`src/rtl/ctrl_pipe_unit.sv`:
```
// ctrl_pipe_unit
//   Registered decode/control stage of the 3-stage RISC-V core. The full
//   32-bit instruction is decoded combinationally and captured into the EX
//   pipeline register that drives the EX-stage control lines. Multi-cycle
//   M-extension ops hold the EX register and stall fetch through a small
//   countdown state machine. Bubbles and flushes load the reset value.
//
// Ports
//   clk, rst_n       core clock, synchronous active-low reset
//   instr_i          instruction from fetch
//   instr_valid_i    instr_i is real (0 = bubble)
//   flush_i          kill EX instruction and any multi-cycle sequence
//   stall_o          fetch must hold PC/instr_i next cycle
//   alusrc_EX        00 rs1/rs2, 01 rs1/I-imm, 10 zero/U-imm
//   regsel_EX        00 ALU, 01 GPIO input (CSR read), 10 U-imm
//   aluop_EX         ALU operation code
//   md_unsigned_EX   DIVU/REMU select
//   regwrite_EX      write rd this cycle
//   gpio_we_EX       write GPIO output register this cycle
//   rd_EX            destination register
//   illegal_EX       unsupported encoding in EX
//   mdu_busy_o       multi-cycle op in progress
module ctrl_pipe_unit #(
    parameter int unsigned MUL_CYCLES = 1,
    parameter int unsigned DIV_CYCLES = 32,
    parameter bit          ENABLE_M   = 1'b1,
    parameter logic [11:0] GPIO_CSR   = 12'hF02
) (
    input  logic        clk,
    input  logic        rst_n,
    input  logic [31:0] instr_i,
    input  logic        instr_valid_i,
    input  logic        flush_i,
    output logic        stall_o,
    output logic [1:0]  alusrc_EX,
    output logic [1:0]  regsel_EX,
    output logic [3:0]  aluop_EX,
    output logic        md_unsigned_EX,
    output logic        regwrite_EX,
    output logic        gpio_we_EX,
    output logic [4:0]  rd_EX,
    output logic        illegal_EX,
    output logic        mdu_busy_o
);

    // ALU operation codes
    localparam logic [3:0] ALU_AND    = 4'b0000;
    localparam logic [3:0] ALU_OR     = 4'b0001;
    localparam logic [3:0] ALU_XOR    = 4'b0010;
    localparam logic [3:0] ALU_ADD    = 4'b0011;
    localparam logic [3:0] ALU_SUB    = 4'b0100;
    localparam logic [3:0] ALU_SLL    = 4'b0101;
    localparam logic [3:0] ALU_SRL    = 4'b0110;
    localparam logic [3:0] ALU_SRA    = 4'b0111;
    localparam logic [3:0] ALU_SLT    = 4'b1000;
    localparam logic [3:0] ALU_SLTU   = 4'b1001;
    localparam logic [3:0] ALU_MUL    = 4'b1010;
    localparam logic [3:0] ALU_MULH   = 4'b1011;
    localparam logic [3:0] ALU_MULHSU = 4'b1100;
    localparam logic [3:0] ALU_MULHU  = 4'b1101;
    localparam logic [3:0] ALU_DIV    = 4'b1110;
    localparam logic [3:0] ALU_REM    = 4'b1111;

    // Major opcodes handled here
    localparam logic [6:0] OP_R   = 7'b0110011;
    localparam logic [6:0] OP_I   = 7'b0010011;
    localparam logic [6:0] OP_LUI = 7'b0110111;
    localparam logic [6:0] OP_SYS = 7'b1110011;

    // Countdown sized for the longer of the two multi-cycle ops
    localparam int unsigned MAX_CYC = (MUL_CYCLES > DIV_CYCLES) ? MUL_CYCLES : DIV_CYCLES;
    localparam int          CNT_W   = (MAX_CYC > 1) ? $clog2(MAX_CYC) : 1;

    localparam bit              MUL_MULTI = (MUL_CYCLES > 1);
    localparam bit              DIV_MULTI = (DIV_CYCLES > 1);
    localparam logic [CNT_W-1:0] MUL_LOAD = CNT_W'(MUL_CYCLES - 1);
    localparam logic [CNT_W-1:0] DIV_LOAD = CNT_W'(DIV_CYCLES - 1);

    typedef struct packed {
        logic [1:0] alusrc;
        logic [1:0] regsel;
        logic [3:0] aluop;
        logic       md_unsigned;
        logic       regwrite;
        logic       gpio_we;
        logic [4:0] rd;
        logic       illegal;
    } ex_ctl_t;

    localparam ex_ctl_t EX_RESET = '{
        alusrc:      2'b00,
        regsel:      2'b00,
        aluop:       ALU_ADD,
        md_unsigned: 1'b0,
        regwrite:    1'b0,
        gpio_we:     1'b0,
        rd:          5'd0,
        illegal:     1'b0
    };

    typedef enum logic {RUN, MDU_WAIT} state_t;

    state_t           state, state_nx;
    logic [CNT_W-1:0] cnt, cnt_nx;
    ex_ctl_t          ex, ex_nx;

    // ------------------------------------------------------------------
    // Instruction decode
    // ------------------------------------------------------------------
    logic [6:0]  opcode;
    logic [2:0]  funct3;
    logic [6:0]  funct7;
    logic [11:0] csr;
    logic [4:0]  rd;

    assign opcode = instr_i[6:0];
    assign rd     = instr_i[11:7];
    assign funct3 = instr_i[14:12];
    assign funct7 = instr_i[31:25];
    assign csr    = instr_i[31:20];

    // rs1 is consumed by the register file, not by control
    logic unused_rs1;
    assign unused_rs1 = ^instr_i[19:15];

    // funct3 to base ALU op (shared by R-type funct7=0 and I-type)
    function automatic logic [3:0] base_op(input logic [2:0] f3);
        case (f3)
            3'b000:  base_op = ALU_ADD;
            3'b001:  base_op = ALU_SLL;
            3'b010:  base_op = ALU_SLT;
            3'b011:  base_op = ALU_SLTU;
            3'b100:  base_op = ALU_XOR;
            3'b101:  base_op = ALU_SRL;
            3'b110:  base_op = ALU_OR;
            default: base_op = ALU_AND;
        endcase
    endfunction

    function automatic logic [3:0] m_op(input logic [2:0] f3);
        case (f3)
            3'b000:         m_op = ALU_MUL;
            3'b001:         m_op = ALU_MULH;
            3'b010:         m_op = ALU_MULHSU;
            3'b011:         m_op = ALU_MULHU;
            3'b100, 3'b101: m_op = ALU_DIV;
            default:        m_op = ALU_REM;
        endcase
    endfunction

    ex_ctl_t dec, raw;
    logic    legal;
    logic    is_mop;
    logic    is_div;

    always_comb begin
        raw    = EX_RESET;
        legal  = 1'b0;
        is_mop = 1'b0;
        is_div = 1'b0;
        case (opcode)
            OP_R: begin
                case (funct7)
                    7'h00: begin
                        legal     = 1'b1;
                        raw.aluop = base_op(funct3);
                    end
                    7'h20: begin
                        if (funct3 == 3'b000) begin
                            legal     = 1'b1;
                            raw.aluop = ALU_SUB;
                        end else if (funct3 == 3'b101) begin
                            legal     = 1'b1;
                            raw.aluop = ALU_SRA;
                        end
                    end
                    7'h01: begin
                        if (ENABLE_M) begin
                            legal           = 1'b1;
                            is_mop          = 1'b1;
                            is_div          = funct3[2];
                            raw.aluop       = m_op(funct3);
                            raw.md_unsigned = funct3[2] & funct3[0];
                        end
                    end
                    default: ;
                endcase
            end
            OP_I: begin
                raw.alusrc = 2'b01;
                raw.aluop  = base_op(funct3);
                if (funct3 == 3'b001) begin
                    legal = (funct7 == 7'h00);
                end else if (funct3 == 3'b101) begin
                    if (funct7 == 7'h00) begin
                        legal = 1'b1;
                    end else if (funct7 == 7'h20) begin
                        legal     = 1'b1;
                        raw.aluop = ALU_SRA;
                    end
                end else begin
                    legal = 1'b1;
                end
            end
            OP_LUI: begin
                legal      = 1'b1;
                raw.alusrc = 2'b10;
                raw.regsel = 2'b10;
            end
            OP_SYS: begin
                // Only CSRRW to the GPIO CSR is implemented
                if (funct3 == 3'b001 && csr == GPIO_CSR) begin
                    legal       = 1'b1;
                    raw.regsel  = 2'b01;
                    raw.gpio_we = 1'b1;
                end
            end
            default: ;
        endcase

        if (legal) begin
            dec          = raw;
            dec.rd       = rd;
            dec.regwrite = (rd != 5'd0);
        end else begin
            dec         = EX_RESET;
            dec.illegal = 1'b1;
        end
    end

    // Legal M op whose latency exceeds one EX cycle
    logic             multi;
    logic [CNT_W-1:0] load_cnt;

    assign multi    = is_mop & (is_div ? DIV_MULTI : MUL_MULTI);
    assign load_cnt = is_div ? DIV_LOAD : MUL_LOAD;

    // ------------------------------------------------------------------
    // EX register and multi-cycle sequencer
    // ------------------------------------------------------------------
    always_ff @(posedge clk) begin
        if (!rst_n) begin
            state <= RUN;
            cnt   <= '0;
            ex    <= EX_RESET;
        end else begin
            state <= state_nx;
            cnt   <= cnt_nx;
            ex    <= ex_nx;
        end
    end

    always_comb begin
        state_nx = state;
        cnt_nx   = cnt;
        ex_nx    = ex;
        if (flush_i) begin
            // Flush beats both a new instruction and M-op completion
            state_nx = RUN;
            cnt_nx   = '0;
            ex_nx    = EX_RESET;
        end else begin
            case (state)
                RUN: begin
                    if (instr_valid_i) begin
                        ex_nx = dec;
                        if (multi) begin
                            state_nx = MDU_WAIT;
                            cnt_nx   = load_cnt;
                        end
                    end else begin
                        ex_nx = EX_RESET;
                    end
                end
                MDU_WAIT: begin
                    // EX register holds; fetch is stalled so instr_i is ignored.
                    // Leaving at cnt==1 makes the following cycle the final
                    // EX cycle, seen in RUN with stall low.
                    cnt_nx = cnt - 1'b1;
                    if (cnt == CNT_W'(1)) begin
                        state_nx = RUN;
                    end
                end
                default: begin
                    state_nx = RUN;
                    cnt_nx   = '0;
                end
            endcase
        end
    end

    // ------------------------------------------------------------------
    // Outputs
    // ------------------------------------------------------------------
    logic waiting;
    assign waiting = (state == MDU_WAIT);

    assign stall_o        = waiting;
    assign mdu_busy_o     = waiting;
    assign alusrc_EX      = ex.alusrc;
    assign regsel_EX      = ex.regsel;
    assign aluop_EX       = ex.aluop;
    assign md_unsigned_EX = ex.md_unsigned;
    // M-op writeback only in its final EX cycle
    assign regwrite_EX    = ex.regwrite & ~waiting;
    assign gpio_we_EX     = ex.gpio_we;
    assign rd_EX          = ex.rd;
    assign illegal_EX     = ex.illegal;

endmodule

```
`config.mk`:
```
export PLATFORM = sky130hd
export DESIGN_NAME = ctrl_pipe_unit
export DESIGN_NICKNAME = d
export VERILOG_FILES = /design/src/rtl/ctrl_pipe_unit.sv
export SDC_FILE = /design/constraint.sdc
export NUM_CORES = 1
export LEC_CHECK = 0
export BUFFER_PORTS_ARGS = -buffer_cell sky130_fd_sc_hd__buf_2
export CELL_PAD_IN_SITES_DETAIL_PLACEMENT = 1
export CELL_PAD_IN_SITES_GLOBAL_PLACEMENT = 2
export CORE_MARGIN = 5
export CORE_UTILIZATION = 24
export CTS_BUF_LIST = sky130_fd_sc_hd__clkbuf_4 sky130_fd_sc_hd__clkbuf_8 sky130_fd_sc_hd__clkbuf_16
export DETAILED_ROUTE_END_ITERATION = 10
export GPL_TIMING_DRIVEN = 0
export PLACE_DENSITY_LB_ADDON = 0.1
export REMOVE_ABC_BUFFERS = 1
export SLEW_MARGIN = 20
export SYNTH_ARGS = -nofsm -noshare
export SYNTH_HDL_FRONTEND = slang
export SYNTH_SLANG_ARGS = --single-unit
```
`constraint.sdc`:
```
create_clock -name clk -period 1.7 [get_ports clk]
set_input_delay 0.085 -clock clk [delete_from_list [all_inputs] [get_ports clk]]
set_output_delay 0.085 -clock clk [all_outputs]
set_load 0.02 [all_outputs]
```
==> metrics, run 1 <==
fin crit share=a little over nine tenths; # hold bufs at CTS=0; sequential share of the synthesized area=about a third; CTS tree=yes; reg2reg end=aluop_EX[2]$_SDFFE_PP0N_; RSZ-0062 raised after global routing=yes; 1st-iter DRT viols=15; # fillers=about 710; Hold Path Sink=rd_EX[1]$_SDFFE_PP0N_; Final Power=~1 mW; Synth-to-Final Area Change=22.2%; pin count of the biggest net entering global routing=21; routed length per instance=between 10 and 15 µm; synthesized flop and latch total=23; Worst R2R Setup Slack=between 0.2 and 0.25 ns; PwrDens=590 nW/µm²; Post-Syn Area per Cell=approximately 7.9 µm²; Synth top cells by count=dfxtp_1, nand2_1, inv_1; hold_ws=0.0646 ns; placed cell areas=1630 µm²; Startpoint Class=input pin; GRT Util Overall=11.7%; FMAX=between 500 and 600 MHz; WP data required=roughly 1.9 ns; Critical Path End Type=flop; number of hold violations in the final report=0; Die Height=between 80 and 90 µm; hold path depth=3; Slew Viols, Final=0; CP arrival=1.84 ns; first-pass GRT wire length=slightly above 7 mm; Port-buffer cells=49; clock insertion delay at the later pin of the skew report=0.26 ns; I/O Pins=between 50 and 60; top post-synthesis cells by area=dfxtp_1, buf_4, nand2_1; reg2reg path depth=5; Worst Path Max Fanout=3; Synth Flop Type=dfxtp_1; antenna viol nets, final=0; Setup Viol. Count Final=0; vias per cell=~4.8; status=finished, final reports clean; drt drc=0; hold_sp=instr_i[8]; number of global-route vias before repair=between 1500 and 2000; async set or reset register ratio after synthesis=0%; Sink Count=23; Site Rows=28; Tmin final=between 1.5 and 2 ns; LEAKAGE=slightly below 0.7 nW; DP Wirelength=roughly 3.5 mm; post-synth top area cell=dfxtp_1; HP Class=input pin to flop; post-route cell area=around 1700 µm²; Slew Limit Headroom=49.2%; reg-to-reg startpoint=mdu_busy_o$_SDFF_PP0_; Sum Neg Setup Slack=0 ns; ANT cells=0; initial antenna violation count=0; global placement routability congestion=0.773; MaxCap Viol Count=0; Die Wd=roughly 87 µm; H-tree levels=1; clock slew at reported path FFs=roughly 0.08 ns; post-synthesis cell type count=45; cts bufs inserted=3; initial core utilization=approximately 24%; detailed-route via count=around 1400; Synth Instances=181; CTS Buffer Depth=2; total grt overflow=0; final std cells w/o fill=289; Synth top area share=about a third; nets@finish=between 200 and 300; top-count cell post-synth=dfxtp_1; Clock Skews=roughly 0.0018 ns; Worst Max-Slew Pin Slew=0.763 ns; Core Footprint=a little under 6000 µm²; EDFF count, synth=0; placed insts=283; drt first pass iters=4; Peak supply drop=around 0.22 mV; root buffer cell=clkbuf_8; mapped cell area=approximately 1400 µm²; Die ar.=roughly 7600 µm²; YS warnings=0; Post-Route WL=between 4 and 5 mm; kind of critical path=input pin to flop; layout cells sized above 1=30.4%
what timing repair did:
item / in CTS / in global routing
setup buffers: 2 / 0
pin swaps: 3 / 2
resized for setup: 7 / 9
endpoints found under the setup margin: 14 / 15
worst max-delay path, stage by stage:
cell and delay (ns):
buf_6 0.09, or4b_4 0.51, or4_4 0.45, o31ai_4 0.28, o211ai_4 0.12, o31a_1 0.30
per-stage QoR:
stage,setup WS [ns],utilization (%)
2_1_floorplan,-0.112,-
3_3_place_gp,-0.333,27.9
3_5_place_dp,-0.376,27.9
4_1_cts,-0.0368,29.5
5_1_grt,-0.0111,29.9
6_report,0.0194,29.9
logic make-up (layout without fill, tap and decap cells):
group,after synthesis,count (layout),share of synthesized area [%]
simple gates,68,68,26.4
compound gates,45,45,22.4
xor+xnor,5,5,3.06
flops,23,23,32.2
fa+ha+maj,2,2,1.75
buf+inv,37,70,13.4
mux,1,1,0.701
cells in the final DEF, fill, tap and decap left out, types with 3 or more instances in the layout:
cell	count
a221oi_1	4
or3_1	4
o21ai_0	5
nand2b_1	5
nand4b_1	3
buf_2	47
inv_1	14
nor3_1	5
nor2b_1	4
dfxtp_1	22
xnor2_1	5
clkbuf_8	3
nand2_1	19
a21oi_1	10
nor2_1	9
nor4_1	3
o21ai_1	5
a31oi_1	3
registers in the layout, summed over array words and instances (netlist names):
register and flops:
cnt 5, rd_EX 5, aluop_EX 4, alusrc_EX 2, regsel_EX 2, ex 1
gpio_we_EX 1, illegal_EX 1, md_unsigned_EX 1, mdu_busy_o 1
metal layers:
layer / vias to the layer above / routed length [µm] / share of wire (%) / global-route usage [%]
met5: - / 0 / 0 / 0
met1: 675 / 1800 / 42 / 13.7
li1: 701 / - / - / -
met4: 0 / 41 / 0.95 / 3.77
met3: 2 / 118 / 2.7 / 1.14
met2: 23 / 2350 / 55 / 22.0
power by group:
part / internal [mW] / switching, mW
combinational: 0.0596 / 0.0796
clock: 0.183 / 0.168
sequential: 0.539 / 0.000687
area by class of cell:
class / instances / area [µm²] / share of cell area (%)
clock buffer: 4 / 48.8 / 2.79
inverter: 15 / 56.3 / 3.22
multi-input combinational: 121 / 813 / 46.6
sequential: 23 / 462 / 26.4
tap: 75 / 93.8 / 5.37
timing repair buffer: 51 / 273 / 15.6
worst max-delay path by stage:
stage	from	endpoint	slack (ns)	cells after the start
floorplan	instr_i[22]	aluop_EX[0]$_SDFFE_PP1N_	-0.11	5
global placement	instr_i[25]	aluop_EX[0]$_SDFFE_PP1N_	-0.33	6
detailed placement	instr_i[25]	aluop_EX[1]$_SDFFE_PP1N_	-0.38	6
CTS	instr_i[22]	aluop_EX[2]$_SDFFE_PP0N_	-0.04	6
global route	instr_i[22]	aluop_EX[1]$_SDFFE_PP1N_	-0.01	6
finish	instr_i[22]	aluop_EX[1]$_SDFFE_PP1N_	0.02	6
No activity file was read; power rests on OpenSTA's default activity.
==> inputs of run 2 (changes only) <==
--- a/config.mk
+++ b/config.mk
@@ -8,7 +8,7 @@
 export BUFFER_PORTS_ARGS = -buffer_cell sky130_fd_sc_hd__buf_2
 export CELL_PAD_IN_SITES_DETAIL_PLACEMENT = 1
 export CELL_PAD_IN_SITES_GLOBAL_PLACEMENT = 2
-export CORE_MARGIN = 5
+export CORE_MARGIN = 3
 export CORE_UTILIZATION = 24
 export CTS_BUF_LIST = sky130_fd_sc_hd__clkbuf_4 sky130_fd_sc_hd__clkbuf_8 sky130_fd_sc_hd__clkbuf_16
 export DETAILED_ROUTE_END_ITERATION = 10
==> metrics, run 2 (synthesis gave the netlist of run 1 again) <==
Critical Path End Type=flop; MaxCap Viol Count=0; routed length per instance=13.9 µm; Site Rows=27; FMAX=between 500 and 600 MHz; CP Launch Point=instr_i[22]; Clock Skews=about 0.0026 ns; ANT cells=0; placed insts=280; WP data required=between 1.5 and 2 ns; HP Class=input pin to flop; RSZ-0062 raised after global routing=yes; layout cells sized above 1=29.9%; worst setup margin=-0.00864 ns; drt first pass iters=4; number of global-route vias before repair=~1400; Die Height=between 80 and 90 µm; Worst Max-Slew Pin Slew=roughly 0.76 ns; vias per cell=a little under 5; reg2reg path depth=5; Core Footprint=5640 µm²; pin count of the biggest net entering global routing=21; Tmin final=between 1.5 and 2 ns; clock insertion delay at the later pin of the skew report=0.26 ns; Worst setup endpoint=aluop_EX[1]$_SDFFE_PP1N_; Die Wd=between 80 and 90 µm; total grt overflow=0; CTS Buffer Depth=2; CP arrival=approximately 1.9 ns; status=complete, but fails checks; detailed-route via count=between 1000 and 1500; reg-to-reg startpoint=mdu_busy_o$_SDFF_PP0_; Post-Route Utilization=a little under a third; Die ar.=about 6900 µm²; initial antenna violation count=0; violated checks=negative setup slack; Slew Viols, Final=0; first-pass GRT wire length=~6.7 mm; nets@finish=~250; Worst R2R Setup Slack=approximately 0.2 ns; # hold bufs at CTS=0; I/O Pins=55; H-tree levels=1; Peak supply drop=0.194 mV; fin crit share=101%; most frequent cells in the layout=buf_2, dfxtp_1, nand2_1; cts bufs inserted=3; kind of critical path=input pin to flop; Startpoint Class=input pin; final std cells w/o fill=between 200 and 300; number of hold violations in the final report=0; Slew Limit Headroom=between 40% and 50%; PwrDens=589 nW/µm²; 1st-iter DRT viols=50; Post-Route WL=a little under 4 mm; GRT Util Overall=11.6%; initial core utilization=about 25%; DP Wirelength=3.24 mm; antenna viol nets, final=0; Synth-to-Final Area Change=21.8%; Setup Viol. Count Final=2; commonest non-fill, non-tap cell in the layout=buf_2; Worst Path Max Fanout=3; CTS tree=yes; reg2reg end=aluop_EX[1]$_SDFFE_PP1N_; clock slew at reported path FFs=0.08 ns; global placement routability congestion=roughly 0.78; root buffer cell=clkbuf_8; LEAKAGE=~0.70 nW; Sink Count=23; drt drc=0; Port-buffer cells=49
[run 2: metrics by stage]
stage | setup slack, ns | cell area (µm²) | TNS, ns | hold slack, ns | total power, mW
after floorplan | -0.112 | 1290 | -0.224 | 0.232 | 0.610
after global placement | -0.327 | 1630 | -3.01 | 0.356 | 0.678
after detailed placement | -0.391 | 1630 | -3.75 | 0.369 | 0.682
after CTS | 0.00285 | 1730 | 0 | 0.0811 | 1.05
after global routing | -0.0649 | 1740 | -0.138 | 0.0878 | 1.09
final | -0.00864 | 1740 | -0.00965 | 0.0792 | 1.03
[run 2: area by class of cell]
class,count,area [µm²]
clock buffers,4,48.8
fillers,692,3900
flip-flops and latches,23,462
repair buffers,51,277
well taps,72,90.1
multi-input cells,121,807
inverters,15,56.3
[run 2: critical path: stages]
cell	delay, ns
buf_6	0.09
or4b_4	0.52
or4_4	0.45
o31ai_4	0.28
o211ai_4	0.13
o31a_1	0.31
[run 2: per-layer routing]
layer,up-vias,wire [µm],global-route usage [%]
li1,698,-,-
met1,653,1830,15.2
met3,5,177,1.98
met4,0,50,4.01
met2,39,1910,19.2
met5,-,0,0
[run 2: power breakdown]
| part | switching (mW) | internal, mW | total (mW) |
|---|---|---|---|
| Clock | 0.167 | 0.183 | 0.350 |
| Sequential | 0.000725 | 0.539 | 0.540 |
| Combinational | 0.0771 | 0.0589 | 0.136 |
[run 2: timing repair]
item                                    CTS  global route
setup buffers                             2             0
endpoints found under the setup margin   12             8
gates resized for setup                   7             6
[run 2: how the worst min path moves through the flow]
stage | start | end | slack [ns] | cells past startpoint
6_report | instr_i[9] | rd_EX[2]$_SDFFE_PP0N_ | 0.08 | 3
5_1_grt | instr_i[8] | rd_EX[1]$_SDFFE_PP0N_ | 0.09 | 3
4_1_cts | instr_i[7] | rd_EX[0]$_SDFFE_PP0N_ | 0.08 | 3
3_5_place_dp | instr_i[7] | rd_EX[0]$_SDFFE_PP0N_ | 0.37 | 3
3_3_place_gp | instr_i[8] | rd_EX[1]$_SDFFE_PP0N_ | 0.36 | 3
2_1_floorplan | instr_i[7] | rd_EX[0]$_SDFFE_PP0N_ | 0.23 | 2
